$ cat config.mk
export PLATFORM = sky130hd
export DESIGN_NAME = gpio_stream_bridge
export DESIGN_NICKNAME = d
export VERILOG_FILES = /design/src/rtl/pathtracer_io_pkg.sv /design/src/rtl/stream_fifo.sv /design/src/rtl/gpio_stream_bridge.sv
export SDC_FILE = /design/constraint.sdc
export NUM_CORES = 1
export LEC_CHECK = 0
export ABC_AREA = 1
export ABC_CLOCK_PERIOD_IN_PS = 2560
export CORE_MARGIN = 2
export CORE_UTILIZATION = 43
export DETAILED_ROUTE_END_ITERATION = 10
export SETUP_SLACK_MARGIN = 0.02
export SKIP_CTS_REPAIR_TIMING = 1
export SKIP_LAST_GASP = 1
export SYNTH_ARGS = -nofsm -noshare
export SYNTH_HDL_FRONTEND = slang
export SYNTH_SLANG_ARGS = --single-unit
$ cat constraint.sdc
create_clock -name clk -period 2.56 [get_ports clk]
set_clock_uncertainty 0.2 [all_clocks]
set_input_delay 0.768 -clock clk [delete_from_list [all_inputs] [get_ports clk]]
set_output_delay 0.768 -clock clk [all_outputs]
set_load 0.1 [all_outputs]
$ cat src/rtl/pathtracer_io_pkg.sv
// Shared widths, beat counts and state encodings for the Pathtracer pad bridge.
package pathtracer_io_pkg;
  localparam int IN_W_DEF   = 12;
  localparam int PIN_W_DEF  = 4;
  localparam int OUT_W_DEF  = 24;
  localparam int POUT_W_DEF = 8;
  localparam int DEPTH_DEF  = 4;

  localparam int NB_IN  = IN_W_DEF / PIN_W_DEF;
  localparam int NB_OUT = OUT_W_DEF / POUT_W_DEF;

  typedef enum logic {ASSEMBLE, HOLD} asm_state_e;
  typedef enum logic {IDLE, SEND}     ser_state_e;

  // Beat counter width: one spare bit so the count never overflows.
  function automatic int cnt_w(input int nb);
    return $clog2(nb) + 1;
  endfunction
endpackage

$ cat src/rtl/stream_fifo.sv
// Valid/ready FIFO with registered in_rdy and an occupancy counter.
module stream_fifo #(
  parameter int W     = 24,
  parameter int DEPTH = 4,
  localparam int AW   = $clog2(DEPTH),
  localparam int LW   = AW + 1
) (
  input  logic          clk,
  input  logic          arst_n,
  input  logic          flush,
  input  logic [W-1:0]  in_dat,
  input  logic          in_vld,
  output logic          in_rdy,
  output logic [W-1:0]  out_dat,
  output logic          out_vld,
  input  logic          out_rdy,
  output logic [LW-1:0] level
);
  logic [DEPTH-1:0][W-1:0] mem_q;
  logic [AW-1:0]           wptr_q, wptr_d, rptr_q, rptr_d;
  logic [LW-1:0]           level_q, level_d;
  logic                    in_rdy_q, in_rdy_d;
  logic                    push, pop;

  // A push needs the registered rdy, so a pop in the same cycle cannot make room.
  assign push    = in_vld & in_rdy_q & ~flush;
  assign out_vld = (level_q != '0);
  assign pop     = out_rdy & out_vld & ~flush;
  assign out_dat = mem_q[rptr_q];
  assign in_rdy  = in_rdy_q;
  assign level   = level_q;

  // Pointer, level and ready next-state; flush clears everything.
  always_comb begin
    wptr_d  = wptr_q;
    rptr_d  = rptr_q;
    level_d = level_q;
    if (flush) begin
      wptr_d  = '0;
      rptr_d  = '0;
      level_d = '0;
    end else begin
      if (push) wptr_d = wptr_q + 1'b1;
      if (pop)  rptr_d = rptr_q + 1'b1;
      if (push && !pop)      level_d = level_q + 1'b1;
      else if (pop && !push) level_d = level_q - 1'b1;
    end
    in_rdy_d = (level_d != LW'(DEPTH));
  end

  // Control state; in_rdy stays low through reset and rises one edge later.
  always_ff @(posedge clk or negedge arst_n) begin
    if (!arst_n) begin
      wptr_q   <= '0;
      rptr_q   <= '0;
      level_q  <= '0;
      in_rdy_q <= 1'b0;
    end else begin
      wptr_q   <= wptr_d;
      rptr_q   <= rptr_d;
      level_q  <= level_d;
      in_rdy_q <= in_rdy_d;
    end
  end

  // Storage array; contents are don't-care until written.
  always_ff @(posedge clk) begin
    if (push) mem_q[wptr_q] <= in_dat;
  end
endmodule

$ cat src/rtl/gpio_stream_bridge.sv
// Pad <-> core bridge: inbound beat assembler, outbound FIFO and serialiser.
module gpio_stream_bridge
  import pathtracer_io_pkg::*;
#(
  parameter int IN_W   = IN_W_DEF,
  parameter int PIN_W  = PIN_W_DEF,
  parameter int OUT_W  = OUT_W_DEF,
  parameter int POUT_W = POUT_W_DEF,
  parameter int DEPTH  = DEPTH_DEF,
  localparam int LW    = $clog2(DEPTH) + 1
) (
  input  logic              clk,
  input  logic              arst_n,
  input  logic              flush,
  input  logic [PIN_W-1:0]  pad_in_dat,
  input  logic              pad_in_vld,
  output logic              pad_in_rdy,
  output logic [IN_W-1:0]   core_in_dat,
  output logic              core_in_vld,
  input  logic              core_in_rdy,
  input  logic [OUT_W-1:0]  core_out_dat,
  input  logic              core_out_vld,
  output logic              core_out_rdy,
  output logic [POUT_W-1:0] pad_out_dat,
  output logic              pad_out_vld,
  output logic              pad_out_last,
  input  logic              pad_out_rdy,
  output logic [LW-1:0]     fifo_level
);
  localparam int NBI = IN_W / PIN_W;
  localparam int NBO = OUT_W / POUT_W;
  localparam int ICW = cnt_w(NBI);
  localparam int OCW = cnt_w(NBO);

  if (IN_W % PIN_W != 0) begin : g_bad_in_w
    $error("IN_W must be a multiple of PIN_W");
  end
  if (OUT_W % POUT_W != 0) begin : g_bad_out_w
    $error("OUT_W must be a multiple of POUT_W");
  end

  // ---------------- inbound assembler ----------------
  asm_state_e       asm_q, asm_d;
  logic [ICW-1:0]   icnt_q, icnt_d;
  logic [IN_W-1:0]  word_q, word_d;
  logic             ivld_q, ivld_d, irdy_q, irdy_d;

  // Beats land LSB-first; the word register doubles as core_in_dat.
  always_comb begin
    asm_d  = asm_q;
    icnt_d = icnt_q;
    word_d = word_q;
    ivld_d = ivld_q;
    if (flush) begin
      asm_d  = ASSEMBLE;
      icnt_d = '0;
      ivld_d = 1'b0;
    end else if (asm_q == ASSEMBLE) begin
      if (pad_in_vld && irdy_q) begin
        word_d[icnt_q*PIN_W +: PIN_W] = pad_in_dat;
        if (icnt_q == ICW'(NBI-1)) begin
          icnt_d = '0;
          asm_d  = HOLD;
          ivld_d = 1'b1;
        end else begin
          icnt_d = icnt_q + 1'b1;
        end
      end
    end else if (core_in_rdy) begin
      asm_d  = ASSEMBLE;
      ivld_d = 1'b0;
    end
    irdy_d = (asm_d == ASSEMBLE);
  end

  // Assembler registers.
  always_ff @(posedge clk or negedge arst_n) begin
    if (!arst_n) begin
      asm_q  <= ASSEMBLE;
      icnt_q <= '0;
      word_q <= '0;
      ivld_q <= 1'b0;
      irdy_q <= 1'b0;
    end else begin
      asm_q  <= asm_d;
      icnt_q <= icnt_d;
      word_q <= word_d;
      ivld_q <= ivld_d;
      irdy_q <= irdy_d;
    end
  end

  assign pad_in_rdy  = irdy_q;
  assign core_in_dat = word_q;
  assign core_in_vld = ivld_q;

  // ---------------- outbound FIFO ----------------
  logic [OUT_W-1:0] fifo_dat;
  logic             fifo_vld, fifo_pop;

  stream_fifo #(.W(OUT_W), .DEPTH(DEPTH)) u_fifo (
    .clk     (clk),
    .arst_n  (arst_n),
    .flush   (flush),
    .in_dat  (core_out_dat),
    .in_vld  (core_out_vld),
    .in_rdy  (core_out_rdy),
    .out_dat (fifo_dat),
    .out_vld (fifo_vld),
    .out_rdy (fifo_pop),
    .level   (fifo_level)
  );

  // ---------------- serialiser ----------------
  ser_state_e        ser_q, ser_d;
  logic [OCW-1:0]    ocnt_q, ocnt_d, ocnt_n;
  logic [OUT_W-1:0]  sh_q, sh_d;
  logic [POUT_W-1:0] odat_q, odat_d;
  logic              ovld_q, ovld_d, olast_q, olast_d;

  // Pops the head when idle or right after the last beat, so pixels go out with no bubble.
  always_comb begin
    ser_d    = ser_q;
    ocnt_d   = ocnt_q;
    sh_d     = sh_q;
    odat_d   = odat_q;
    ovld_d   = ovld_q;
    olast_d  = olast_q;
    fifo_pop = 1'b0;
    ocnt_n   = ocnt_q + 1'b1;
    if (flush) begin
      ser_d   = IDLE;
      ocnt_d  = '0;
      ovld_d  = 1'b0;
      olast_d = 1'b0;
    end else if (ser_q == IDLE || (pad_out_rdy && ocnt_q == OCW'(NBO-1))) begin
      if (fifo_vld) begin
        fifo_pop = 1'b1;
        ser_d    = SEND;
        sh_d     = fifo_dat;
        odat_d   = fifo_dat[POUT_W-1:0];
        ocnt_d   = '0;
        ovld_d   = 1'b1;
        olast_d  = (NBO == 1);
      end else begin
        ser_d   = IDLE;
        ovld_d  = 1'b0;
        olast_d = 1'b0;
      end
    end else if (pad_out_rdy) begin
      ocnt_d  = ocnt_n;
      odat_d  = sh_q[ocnt_n*POUT_W +: POUT_W];
      olast_d = (ocnt_n == OCW'(NBO-1));
    end
  end

  // Serialiser registers.
  always_ff @(posedge clk or negedge arst_n) begin
    if (!arst_n) begin
      ser_q   <= IDLE;
      ocnt_q  <= '0;
      sh_q    <= '0;
      odat_q  <= '0;
      ovld_q  <= 1'b0;
      olast_q <= 1'b0;
    end else begin
      ser_q   <= ser_d;
      ocnt_q  <= ocnt_d;
      sh_q    <= sh_d;
      odat_q  <= odat_d;
      ovld_q  <= ovld_d;
      olast_q <= olast_d;
    end
  end

  assign pad_out_dat  = odat_q;
  assign pad_out_vld  = ovld_q;
  assign pad_out_last = olast_q;
endmodule

Yosys cells after proc, flatten, opt, wreduce, memory -nomap -nowiden
Cells that the tools add are included.

Reductions and logical operators: 23. Bitwise logic cells: 8. Multiplexer cells: 42. Eq/ne operators: 8. Shift-type cells: 3. Add/subtract/negate cells: 7. $lt $le $gt $ge: 3.

Operators with widths (number): 96-bit bitwise mux (1); 24-bit binary-select mux with 2-bit select (1); 24-bit demux with 2-bit select (1); 24-bit 2-to-1 mux (2); 5-bit negator with 34-bit output (1); 4-bit by 34-bit variable shift with 12-bit output, first input constant (1); 4-bit by 34-bit indexed part select with 12-bit output (1); 3-bit 2-to-1 mux (11); 8-bit 2-to-1 mux (3); 24-bit by 7-bit indexed part select with 8-bit output (1); 1-bit 2-to-1 mux (18); 12-bit bitwise mux (1); 3-bit AND reduction (4); 3-bit nonzero test (4); 2-bit nonzero test (5); 3-bit by 1-bit adder with 3-bit output, second input constant (3); 3-bit by 2-bit equality test with 1-bit output, second input constant (3); 2-bit 2-to-1 mux (4); 2-bit by 3-bit less-than comparator with 1-bit output, second input constant (2); 3-bit != test, second input constant (2); 1-bit logical AND (5); 2-bit by 1-bit adder with 2-bit output, second input constant (2); 1-bit bitwise AND (4); 1-bit NOT (4); 8 further kinds (10).

Output and inout port bits: 28. Bits of input ports: 35. Register bits after elaboration: 159.

Logic depth before layout (Yosys ltp)
Word-level depth: 12. Depth in mapped cells: 11. Gate-level depth less buffers: 10.

By module
A second synthesis with hierarchy kept.

Cell total of the unflattened synthesis: 651. Area, all modules: 6867.8 um^2.

Modules (own cells, without submodules): stream_fifo (cells each 305, times used 1, area each 4124.0 um^2); gpio_stream_bridge (cells each 346, times used 1, area each 2743.9 um^2).

Least setup slack after synthesis
Ideal clock, no wire load.

Path type: register to register. Start point: register u_fifo.in_rdy_q, in the netlist u_fifo.in_rdy. End point: register u_fifo.mem_q[0] in the netlist's numbering (enable). Data required time: 1.955 ns. Setup slack: -0.287 ns. Clock period less this slack: 2.847 ns. Stages on the path, launching flop included: 3. Setup time: 0.405 ns. Data arrival time: 2.242 ns. Cell sequence: dfrtp_1 nand3_4 nor2_1.

Word-level cells in the longest chain between the ends: 2.

RTL lines: start: declaration (RTL line stream_fifo.sv:22) `logic in_rdy_q, in_rdy_d;`; start signal: assignment (RTL line stream_fifo.sv:62) `in_rdy_q <= in_rdy_d;`; 1-bit bitwise AND (2 in series) (RTL line stream_fifo.sv:26) `assign push = in_vld & in_rdy_q & ~flush;`; end signal: indexed assignment (RTL line stream_fifo.sv:68) `if (push) mem_q[wptr_q] <= in_dat;`; end: declaration (RTL line stream_fifo.sv:19) `logic [DEPTH-1:0][W-1:0] mem_q;`.

Every way passes these cells. A chain may end at the register's enable or synchronous reset.

Worst setup path in the final report
Start point: register icnt_q[0]. End point: register word_q[3], in the netlist core_in_dat[3].

Word-level cells in the longest chain between the ends: 3. Elaborated cells on any way between the ends: 4.

RTL lines: start: declaration (RTL line gpio_stream_bridge.sv:44) `logic [ICW-1:0] icnt_q, icnt_d;`; start signal: assignment (RTL line gpio_stream_bridge.sv:86) `icnt_q <= icnt_d;`; 5-bit negator with 34-bit output * (RTL line gpio_stream_bridge.sv:60) `word_d[icnt_q*PIN_W +: PIN_W] = pad_in_dat;`; 4-bit by 34-bit indexed part select with 12-bit output or 4-bit by 34-bit variable shift with 12-bit output (tied branches) (RTL line gpio_stream_bridge.sv:60); 12-bit bitwise mux * (RTL line gpio_stream_bridge.sv:60); end signal: assignment (RTL line gpio_stream_bridge.sv:87) `word_q <= word_d;`; end: declaration (RTL line gpio_stream_bridge.sv:45) `logic [IN_W-1:0] word_q, word_d;`.

Mark *: on every way between the ends. The rest lies on a longest branch, timed or not.

==> summary.txt <==
Floorplan
  – Initial Util: 44.3%
  – Die width: 129 um
  – Row Count: 45
  – Chip Height: 129 um
  – Io pins: 63
  – Die area: 16700 um^2
  – Core ar.: 15300 um^2

Global routing
  – All-Layer GR Usage: 18.1%
  – Vias in the first global route: 4589
  – Global-route wire length before repair: 23000 um
  – Initial antenna violation count: 0
  – Largest net degree at the start of global routing: 53
  – Aggregate global routing overflow: 0

Timing
  – Final hold slack: 26.2 ps
  – Final-report setup violation count: 0
  – Sum Neg Setup Slack: 0 ps
  – Final worst slack: 398 ps
  – Crit path time final: 2160 ps
  – Unrepaired setup endpoints after global routing: no
  – Final period util: 84.5%
  – Max-slew violations: 0
  – Rel. slew slack: 56.4%
  – Final hold violation count: 0
  – Worst Tran Pin Value: 654 ps
  – Max Clock Freq: 0.463 GHz

Place
  – Final GP Congestion: 0.833
  – Dpl cells: 876
  – Worst setup slack after placement: 78.8 ps
  – Detailed Place HPWL: 9410 um
  – Count of input and output buffers: 62

Cells and area
  – Layout cells sized above 1: 17.2%
  – Cell Count, Final, Fillers Out: 908
  – Nets: 733
  – Antenna Cells: 0
  – Area grow syn2layout: 23.1%
  – Finished Core Util: 54.5%

Synth
  – Post-synthesis register bit count: 159
  – Total number of yosys warnings: 0
  – Top_reg_cell synth: edfxtp_1
  – Post-synthesis sequential area ratio: 65.9%
  – Post-synth cell types: 34
  – Area leader, netlist: edfxtp_1
  – Syn Nets: 653
  – Post-synthesis cell count: 604
  – Largest cells by area after synthesis: edfxtp_1 43%, dfrtp_1 23%, nand2_1 5.6%
  – Synth async-reset ratio: 39.6%
  – Mapped Avg Cell Area: 11.2 um^2
  – Synth Cell Area: 6760 um^2
  – Post-synth EDFFs: 96
  – Top cell type's share of synthesized area: 42.6%

Clock tree
  – Deepest clock path buffer count: 2
  – Root Driver: clkbuf_16
  – Clk_lat worst skew: 420 ps
  – CTS sink cnt: 159
  – Reg clk slew, reported paths: 60 ps
  – CTS buffer count: 17
  – Max H-tree Level: 4
  – TritonCTS clock tree: yes

Critical path
  – Worst-path maximum fanout: 6
  – Crit start category: flop
  – Crit Reg-Reg Endpoint: core_in_dat[3]
  – Req. time, crit path: 2660 ps
  – CP peak stage delay: 410 ps
  – Worst R2R Start: icnt_q[0]
  – Worst-path cell with the longest stage delay: dfrtp_1
  – CP dominant cell by count: ha_1
  – Crit path max-delay family: adder cells
  – CP Capture Type: flop
  – Register-to-register setup slack: 400 ps
  – CP Cell Sequence: inv_2 > ha_1 > ha_1 > inv_1 > nand3_1 > nor3_4 > mux2_4
  – FF-to-FF path depth: 7
  – Worst EP arrival: 2270 ps
  – CP Class: reg2reg
  – Number of buffer and inverter stages on the critical path: 2

Detailed routing
  – Wire per inst: 15.4 um
  – Drt first pass iters: 4
  – Total Wirelength: 14000 um
  – Via count: 4532
  – Vias per cell: 4.99
  – ANT nets after route: 0
  – Initial DRC Count: 225
  – # DRC: 0

Worst hold path
  – Worst min-delay path category: in2async

Pwr
  – Peak VDD IR: 595 uV
  – LEAKAGE: 3.41 nW
  – PD cells: 1100 nW/um^2

Outcome
  – Status: finished, final reports clean

Job
  – Maxcap violations: 0
==> placed cells by master, fill, tap and decap left out, types with 2 or more instances in the layout <==
master / instances
edfxtp_1: 96
inv_1: 50
nor3_4: 2
nand3_1: 9
o32ai_1: 2
ha_1: 14
nor2_1: 60
clkbuf_1: 3
dfrtp_1: 63
clkdlybuf4s50_1: 33
xnor2_1: 2
o22ai_1: 31
bufinv_16: 4
nor2_2: 12
nand3_2: 5
inv_2: 8
clkinvlp_4: 2
nand2_4: 4
nor2_4: 2
nand2_1: 101
buf_4: 41
a21oi_4: 2
clkbuf_16: 17
a21oi_1: 17
o21ai_1: 28
clkinv_2: 4
inv_4: 2
buf_12: 9
o21ai_0: 62
==> area by class of cell <==
| type | count | area, um^2 |
|---|---|---|
| flip-flops and latches | 159 | 4460 |
| clock buffers | 20 | 437 |
| multi-input cells | 362 | 1940 |
| clock inverters | 12 | 168 |
| well taps | 211 | 264 |
| repair buffers | 84 | 823 |
| fillers | 1332 | 6940 |
| inverters | 60 | 230 |
==> layer usage <==
layer	routed length, um	share of wire (%)	GRT usage (%)	vias to the layer above
li1	-	-	-	2233
met5	0	0	0	-
met4	255	1.8	6.58	0
met3	650	4.6	4.46	26
met2	6940	50	30.5	109
met1	6140	44	22.9	2164
==> report_power, final <==
part	leakage, nW	internal, mW	total (mW)	switching (mW)
sequential	1.66	3.14	3.34	0.202
clock	0.292	1.62	2.59	0.967
combinational	1.46	0.910	3.24	2.33
total	3.41	5.67	9.17	3.50
==> through the flow <==
stage	total power, mW	instance area, um^2
final	9.17	8320
after global routing	9.70	8320
after CTS	9.26	8320
after detailed placement	6.65	7720
after global placement	6.60	7720
after floorplan	5.74	6760
==> kinds of logic (layout without fill, tap and decap cells) <==
group	count (synthesis)	in the layout	synth area share, %
AND/OR/NAND/NOR	200	200	13.6
XOR/XNOR	3	3	0.389
flip-flops	159	159	65.9
buffers and inverters	83	176	5.49
AO/OA/AOI/OAI	144	144	11.7
adder cells (fa/ha/maj)	14	14	2.59
multiplexers	1	1	0.222
==> flip-flops by register name, summed over array words and instances (netlist names), 2 cells and up <==
register and flops:
u_fifo.rptr_q 2, u_fifo.wptr_q 2, sh_q 24, u_fifo.level 3, core_in_dat 12, icnt_q 3
ocnt_q 3, pad_out_dat 8, u_fifo.mem_q 96
==> synthesized netlist by cell type, types with 2 or more instances <==
library cell,count
nor3_4,2
o32ai_1,2
edfxtp_1,96
o21ai_1,28
xnor2_1,2
o22ai_1,31
a21oi_1,17
buf_4,2
nand3_2,5
nor2_2,8
inv_4,2
nor2_1,64
o21ai_0,62
inv_1,50
dfrtp_1,63
buf_2,8
nand3_1,9
buf_6,5
inv_2,8
nor2_4,2
nand2_1,101
clkbuf_1,8
nand2_4,4
ha_1,14
a21oi_4,2
==> how the worst max path moves through the flow <==
stage | from | to | slack, ps | depth (start not counted)
after global placement | flush | u_fifo.mem_q[3] | 80 | 6
after floorplan | u_fifo.in_rdy | u_fifo.mem_q[0] | -290 | 2
after detailed placement | pad_out_rdy | pad_out_dat[2] | 80 | 9
after CTS | icnt_q[0] | core_in_dat[3] | 370 | 7
final | icnt_q[0] | core_in_dat[3] | 400 | 7
after global routing | icnt_q[0] | core_in_dat[1] | 260 | 9
(Power assumes the default switching activity.)
